`src/rtl/prog_seq_pkg.sv`:
```
// rtl/prog_seq_pkg.sv - shared types and opcode constants for the instruction sequencer
//
// Purpose: sequencer state encoding, the 3-bit opcode map of the 9-bit-instruction
// processor, and a helper that classifies opcodes that retire with a write.
// Ports: none (package).

package prog_seq_pkg;

  typedef enum logic [2:0] {
    IDLE    = 3'd0,
    FETCH   = 3'd1,
    EXEC    = 3'd2,
    MEMWAIT = 3'd3,
    DONE    = 3'd4
  } state_t;

  localparam logic [2:0] OP_ADD   = 3'b000;
  localparam logic [2:0] OP_ROT   = 3'b001;
  localparam logic [2:0] OP_NAND  = 3'b010;
  localparam logic [2:0] OP_LOAD  = 3'b011;
  localparam logic [2:0] OP_STORE = 3'b100;
  localparam logic [2:0] OP_MOVE  = 3'b101;
  localparam logic [2:0] OP_BNE   = 3'b110;
  localparam logic [2:0] OP_SET   = 3'b111;

  // Opcodes whose single EXEC cycle opens both write qualifiers; the decoder's
  // RegWrite/MemWrite pick which write actually happens.
  function automatic logic op_writes_in_exec(input logic [2:0] op);
    case (op)
      OP_ADD, OP_ROT, OP_NAND, OP_STORE, OP_MOVE, OP_SET: op_writes_in_exec = 1'b1;
      default:                                             op_writes_in_exec = 1'b0;
    endcase
  endfunction

endpackage

```
`src/rtl/sat_counter.sv`:
```
// rtl/sat_counter.sv - saturating up-counter with synchronous clear
//
// Purpose: counts inc pulses, sticks at all-ones, clears on clr or reset.
// Ports:
//   clk    in   clock
//   reset  in   synchronous active-high reset
//   clr    in   synchronous clear (wins over inc)
//   inc    in   count enable
//   count  out  CNT_W current value

module sat_counter #(
  parameter int CNT_W = 16
) (
  input  logic             clk,
  input  logic             reset,
  input  logic             clr,
  input  logic             inc,
  output logic [CNT_W-1:0] count
);

  logic [CNT_W-1:0] r_count;

  always_ff @(posedge clk) begin
    if (reset || clr) begin
      r_count <= '0;
    end else if (inc && (r_count != {CNT_W{1'b1}})) begin
      r_count <= r_count + CNT_W'(1);
    end
  end

  assign count = r_count;

endmodule

```
`src/rtl/prog_sequencer.sv`:
```
// rtl/prog_sequencer.sv - multi-cycle fetch/execute sequencer for the 9-bit-instruction processor
//
// Purpose: owns the program counter and start/done handshake, steps each
// instruction through FETCH, EXEC and (loads only) MEMWAIT, and gates the
// decoder's RegWrite/MemWrite so each write happens exactly once.
// Optional feature macro: PROG_SEQ_PERF_CNT_EN adds cycle_cnt/instr_cnt.
// Ports:
//   clk, reset          clock, synchronous active-high reset
//   start, start_addr   run request and first instruction address
//   opcode, halt        decoded fields of the instruction register (used in EXEC)
//   branch_taken/target BNE resolution from the ALU (used in EXEC)
//   pc                  instruction ROM address
//   instr_en            instruction register load enable (FETCH)
//   reg_we_en/mem_we_en write qualifiers ANDed with decoder RegWrite/MemWrite
//   busy, done          running / halted status
//   cycle_cnt/instr_cnt busy cycles and retired instructions (macro only)

module prog_sequencer
  import prog_seq_pkg::*;
#(
  parameter int PC_W = 10,
  parameter int OP_W = 3
`ifdef PROG_SEQ_PERF_CNT_EN
  , parameter int CNT_W = 16
`endif
) (
  input  logic             clk,
  input  logic             reset,
  input  logic             start,
  input  logic [PC_W-1:0]  start_addr,
  input  logic [OP_W-1:0]  opcode,
  input  logic             halt,
  input  logic             branch_taken,
  input  logic [PC_W-1:0]  branch_target,
  output logic [PC_W-1:0]  pc,
  output logic             instr_en,
  output logic             reg_we_en,
  output logic             mem_we_en,
  output logic             busy,
  output logic             done
`ifdef PROG_SEQ_PERF_CNT_EN
  , output logic [CNT_W-1:0] cycle_cnt
  , output logic [CNT_W-1:0] instr_cnt
`endif
);

  state_t          r_state;
  state_t          w_state_nxt;
  logic [PC_W-1:0] r_pc;
  logic [PC_W-1:0] w_pc_nxt;
  logic [PC_W-1:0] w_pc_inc;
  logic            w_instr_en;
  logic            w_reg_we;
  logic            w_mem_we;

  // Natural wrap at 2^PC_W - 1 back to 0.
  assign w_pc_inc = r_pc + PC_W'(1);

  always_ff @(posedge clk) begin
    if (reset) begin
      r_state <= IDLE;
      r_pc    <= '0;
    end else begin
      r_state <= w_state_nxt;
      r_pc    <= w_pc_nxt;
    end
  end

  always_comb begin
    w_state_nxt = r_state;
    w_pc_nxt    = r_pc;
    w_instr_en  = 1'b0;
    w_reg_we    = 1'b0;
    w_mem_we    = 1'b0;
    case (r_state)
      IDLE, DONE: begin
        if (start) begin
          w_pc_nxt    = start_addr;
          w_state_nxt = FETCH;
        end
      end
      FETCH: begin
        // ROM read is synchronous; the IR captures at the end of this cycle.
        w_instr_en  = 1'b1;
        w_state_nxt = EXEC;
      end
      EXEC: begin
        if (halt) begin
          w_state_nxt = DONE;
        end else if (opcode == OP_LOAD) begin
          // Write is deferred until read data is valid in MEMWAIT.
          w_state_nxt = MEMWAIT;
        end else if (opcode == OP_BNE) begin
          w_pc_nxt    = branch_taken ? branch_target : w_pc_inc;
          w_state_nxt = FETCH;
        end else begin
          w_reg_we    = op_writes_in_exec(opcode);
          w_mem_we    = op_writes_in_exec(opcode);
          w_pc_nxt    = w_pc_inc;
          w_state_nxt = FETCH;
        end
      end
      MEMWAIT: begin
        w_reg_we    = 1'b1;
        w_pc_nxt    = w_pc_inc;
        w_state_nxt = FETCH;
      end
      default: begin
        w_state_nxt = IDLE;
      end
    endcase
  end

  assign pc        = r_pc;
  assign instr_en  = w_instr_en;
  assign reg_we_en = w_reg_we;
  assign mem_we_en = w_mem_we;
  assign busy      = (r_state == FETCH) || (r_state == EXEC) || (r_state == MEMWAIT);
  assign done      = (r_state == DONE);

`ifdef PROG_SEQ_PERF_CNT_EN
  logic w_start_acc;
  logic w_retire;

  assign w_start_acc = ((r_state == IDLE) || (r_state == DONE)) && start;
  // Halt leaves EXEC for DONE, so it never counts as retired.
  assign w_retire    = ((r_state == EXEC) && (w_state_nxt == FETCH)) || (r_state == MEMWAIT);

  sat_counter #(.CNT_W(CNT_W)) u_cycle_cnt (
    .clk   (clk),
    .reset (reset),
    .clr   (w_start_acc),
    .inc   (busy),
    .count (cycle_cnt)
  );

  sat_counter #(.CNT_W(CNT_W)) u_instr_cnt (
    .clk   (clk),
    .reset (reset),
    .clr   (w_start_acc),
    .inc   (w_retire),
    .count (instr_cnt)
  );
`endif

endmodule

```
`config.mk`:
```
export PLATFORM = sky130hd
export DESIGN_NAME = prog_sequencer
export DESIGN_NICKNAME = d
export VERILOG_FILES = /design/src/rtl/prog_seq_pkg.sv /design/src/rtl/sat_counter.sv /design/src/rtl/prog_sequencer.sv
export SDC_FILE = /design/constraint.sdc
export NUM_CORES = 1
export LEC_CHECK = 0
export ABC_AREA = 0
export CAP_MARGIN = 20
export CORE_UTILIZATION = 41
export DETAILED_ROUTE_END_ITERATION = 16
export GPL_TIMING_DRIVEN = 0
export PLACE_DENSITY = 0.82
export REMOVE_ABC_BUFFERS = 1
export SLEW_MARGIN = 20
export SYNTH_ARGS = -nofsm -noshare
export SYNTH_HDL_FRONTEND = slang
export SYNTH_SLANG_ARGS = --single-unit
```
`constraint.sdc`:
```
create_clock -name clk -period 1.9 [get_ports clk]
set_input_delay 0.57 -clock clk [delete_from_list [all_inputs] [get_ports clk]]
set_output_delay 0.57 -clock clk [all_outputs]
set_load 0.02 [all_outputs]
```
=== Word-level counts from Yosys, hierarchy flattened ===
Cells that the tools add are included.

* Input port bits: 28
* Word-level logic and storage cells: 42
* Output and inout bits: 15
* Bits in registers: 13

* Add/subtract/negate cells: 1
* Mux-type cells: 17
* Reduce and logical (&&, ||, !) cells: 8
* Equal/unequal tests: 14

{| class="wikitable"
|+ Operators by type and width
! cell !! number
|-
| $mux 10 || 5
|-
| $pmux 10 s3 || 1
|-
| $eq 3x3->1 const B || 5
|-
| $eq 3x2->1 const B || 4
|-
| $pmux 3 s4 || 1
|-
| $add 10x1->10 const B || 1
|-
| $eq 3x1->1 const B || 2
|-
| $logic_not 3->1 || 2
|-
| $mux 1 || 6
|-
| $mux 3 || 2
|-
| $ne 2x2->1 const B || 3
|-
| $reduce_or 6->1 || 1
|-
| $reduce_and 4->1 || 1
|-
| $reduce_bool 3->1 || 1
|-
| $logic_or 1x1->1 || 2
|-
| $mux 2 || 1
|-
| $pmux 1 s2 || 1
|-
| $reduce_or 2->1 || 1
|}

=== Depth between registers and ports, before layout ===
* Depth after elaboration: 7
* Depth in mapped cells: 7
* Depth with buffers taken out: 6

=== Worst setup path before layout ===
Ideal clock, no wire load.

* Path type: register -> output
* Start: register r_state[1]
* End: output port reg_we_en
* Path slack: -0.524 ns
* Path buffers: 0
* Data arrival time: 1.854 ns
* Required time: 1.330 ns
* Stages on the path, launching flop included: 5
* Path through: dfxtp_1 nor2b_1 or2b_1 a211oi_1 nand2b_1

* Longest elaborated chain between the ends: 2
* Elaborated cells on any way between the ends: 3
* Classes of those cells: eq/ne: 2; mux: 1

{| class="wikitable"
|+ Ends and longest elaborated chain
! item !! RTL line !! RTL
|-
| from (decl) || prog_sequencer.sv:47 || <nowiki>state_t r_state;</nowiki>
|-
| from (signal assigned) || prog_sequencer.sv:64 || <nowiki>r_state <= w_state_nxt;</nowiki>
|-
| $eq 3x2->1 || prog_sequencer.sv:75 || <nowiki>case (r_state)</nowiki>
|-
| $pmux 1 s2 * || prog_sequencer.sv:75 ||
|-
| to (decl) || prog_sequencer.sv:37 || <nowiki>output logic reg_we_en,</nowiki>
|}

Every way passes the cells marked *; elsewhere a longest branch is shown, timed or not.

=== Final worst setup path ===
Ends and elaborated chain as after synthesis.

==> results.md <==
- Area growth, synth to finish: 62.05%
- Synth top cells by count: 20 x nor2_1, 13 x dfxtp_1, 11 x a21oi_1
- Final setup viols: 8
- Post-synth EDFFs: 0
- Fill cell count: 188
- CTS buffer count: 3
- Synth area leaders: dfxtp_1 27%, nor2_1 7.8%, a211o_1 6.3%, a21oi_1 5.7%, xor2_1 4.5%
- Placeable core area: 2212 sq um
- Seq/Total Area, Yosys: 26.94%
- Startpoint types: register
- CP max stage delay: 0.35 ns
- Cell Rows: 17
- Critical Path AT: 1.53 ns
- Post-route minimum period: approximately 2.1 ns
- Gr ovfl total: 0
- Root Buffer: clkbuf_4
- Placed Cells: 189
- Worst r2r src: r_state[1]$_SDFFE_PP0N_
- Critical path data required time: 1.33 ns
- DRC: 0
- Failing checks: negative setup slack
- Proportion of layout cells with a drive suffix above 1: 19.66%
- First-pass GRT wire length: 4678 microns
- DR vias: 1146
- First DRT Iteration DRCs: 24
- Worst-Margin Slew: 0.5221 ns
- Core occupancy in the finished layout: 70.76%
- Worst clock skew: 0.008585 ns
- Status: finished, violations left
- Initial antenna violation count: 0
- CP top delay family: simple AND/OR/NAND/NOR gates
- Max FO, Critical Path: 2
- Warnings from Yosys: 0
- Yosys cell types: 40
- Tcrit/Tclk final: 110.4%
- Dpl hpwl: 1922 microns
- Initial DRT Pass Iterations: 4
- Tightest Hold Check Type: register to register
- Clock slew at reported path FFs: 0.08 ns
- Net count, final: 208
- Netlist Area Pre-Place: 965.9 sq um
- Crit path launch: r_state[1]$_SDFFE_PP0N_
- Later-pin clock latency in the skew report: 0.28 ns
- Top cell type's share of synthesized area: 26.94%
- Worst slew margin: 65.08%
- Worst setup EP type: output port
- Final worst-path setup slack: -0.1968 ns
- Final wirelength: 2876 microns
- WP buf/inv: 1
- Synth area leader: dfxtp_1
- Full die area: 2554 sq um
- Io pins: 43
- Port Buffer Count: 42
- Post-synthesis average cell area: 7.666 sq um
- Initial Util: 43.67%
- Diode count: 0
- Die height: 50.54 microns
- Yosys reg bits: 13
- Power per cell area: 511.6 nW/um^2
- Hold-fix buffers, CTS: 0
- Synth Instances: 126
- Die X: 50.54 microns
- Most numerous cell in the Yosys netlist: nor2_1
- GPL Wtd Cong: 0.7654
- Largest net degree at the start of global routing: 15
- Critical path, cell by cell: nor2b_4, or2b_4, a211oi_4, nand2b_4, buf_6
- RSZ-0062 raised after global routing: true
- Synth Flop Type: dfxtp_1
- Final hold vios: 0
- Fmax: approximately 480 MHz
- Clock sinks: 13
- H-tree depth: 1
- Routed wire per std cell: approximately 14 microns
- Avg Vias per Cell: 5.563
- CP Class: register to output port
- Hold path start: r_state[2]$_SDFFE_PP0N_
- Async SR Flop Fraction: 0%
- CTS max path bufs: 2
- Setup_tns: -0.8271 ns
- Number of global-route vias before repair: 1083
- GRT Total Usage: 23.88%
- Maximum vdd drop: approximately 0.39 mV
- CP max stage cell: dfxtp_4
- Final antenna-violating net count: 0
- Static Leak: 0.7329 nW
- Slew Limit Fails: 0
- Max-cap violations: 0
- CTS tree: done
- Final Non-Filler Cells: 206
-- per-layer routing --
metal / GRT usage, % / vias up / routed length, microns
met5: 0 / - / 0
met4: 7.407 / 0 / 28
met3: 4.545 / 4 / 169
met2: 41.78 / 43 / 1446
met1: 29.17 / 531 / 1232
li1: - / 568 / -
-- power breakdown --
part	internal [W]	leakage (nW)	switching [W]
combinational	0.000154	0.609	0.000137
clock	0.0000815	0.0150	0.0000983
sequential	0.000296	0.109	0.0000339
-- stage by stage --
stage	power, W	setup WS [ns]	hold WS [ns]	area, sq um
floorplan	0.0004640	-0.8247	0.4751	922.1
global placement	0.0005989	-1.226	0.4934	1378
detailed placement	0.0006063	-1.298	0.4970	1383
CTS	0.0007792	-0.2419	0.4980	1498
global route	0.0008482	-0.2513	0.5273	1565
finish	0.0008008	-0.1968	0.4948	1565
-- logic make-up after synthesis --
kind of cell | share of synthesized area [%]
xor gates and xnor gates | 4.533
adders and majority gates | 1.295
and+or+nand+nor | 32.00
DFF | 26.94
buffers and inverters | 4.922
AOI/OAI and AO/OA | 30.31
-- cell usage in the layout, fill, tap and decap left out, types with 5 or more instances in the layout --
cell type	instances
xor2_1	5
a21oi_1	11
buf_4	13
a211o_1	7
nand2_1	10
clkdlybuf4s50_1	24
dfxtp_1	9
dlygate4sd2_1	8
nor2_1	19
dlymetal6s2s_1	5
-- path summary, 6_finish.rpt --
check	to	slack, ns	depth (start not counted)
worst min register to register	r_state[1]$_SDFFE_PP0N_	0.49	1
worst max-delay path	reg_we_en	-0.20	5
worst max register to register	pc[6]$_SDFFE_PP0P_	-0.07	7
worst min-delay path	r_state[1]$_SDFFE_PP0N_	0.49	1
-- flip-flops by register name (all words and copies together) (netlist names) --
| signal | count |
|---|---|
| r_state | 3 |
| pc | 10 |
-- timing repair --
item	CTS	global route
endpoints found under the setup margin	18	17
buffers inserted	8	5
gates resized for setup	37	12
pin swaps	3	5
-- area by class of cell --
| cell class | count | area, sq um | share of cell area, % |
|---|---|---|---|
| multi-input combinational | 105 | 710.7 | 45.40 |
| timing repair buffer | 55 | 519.2 | 33.17 |
| sequential | 13 | 270.3 | 17.27 |
| tap | 28 | 35.03 | 2.238 |
| clock buffer | 4 | 26.28 | 1.679 |
| inverter | 1 | 3.754 | 0.2398 |
Note: power is estimated with default switching activity, not from simulation.
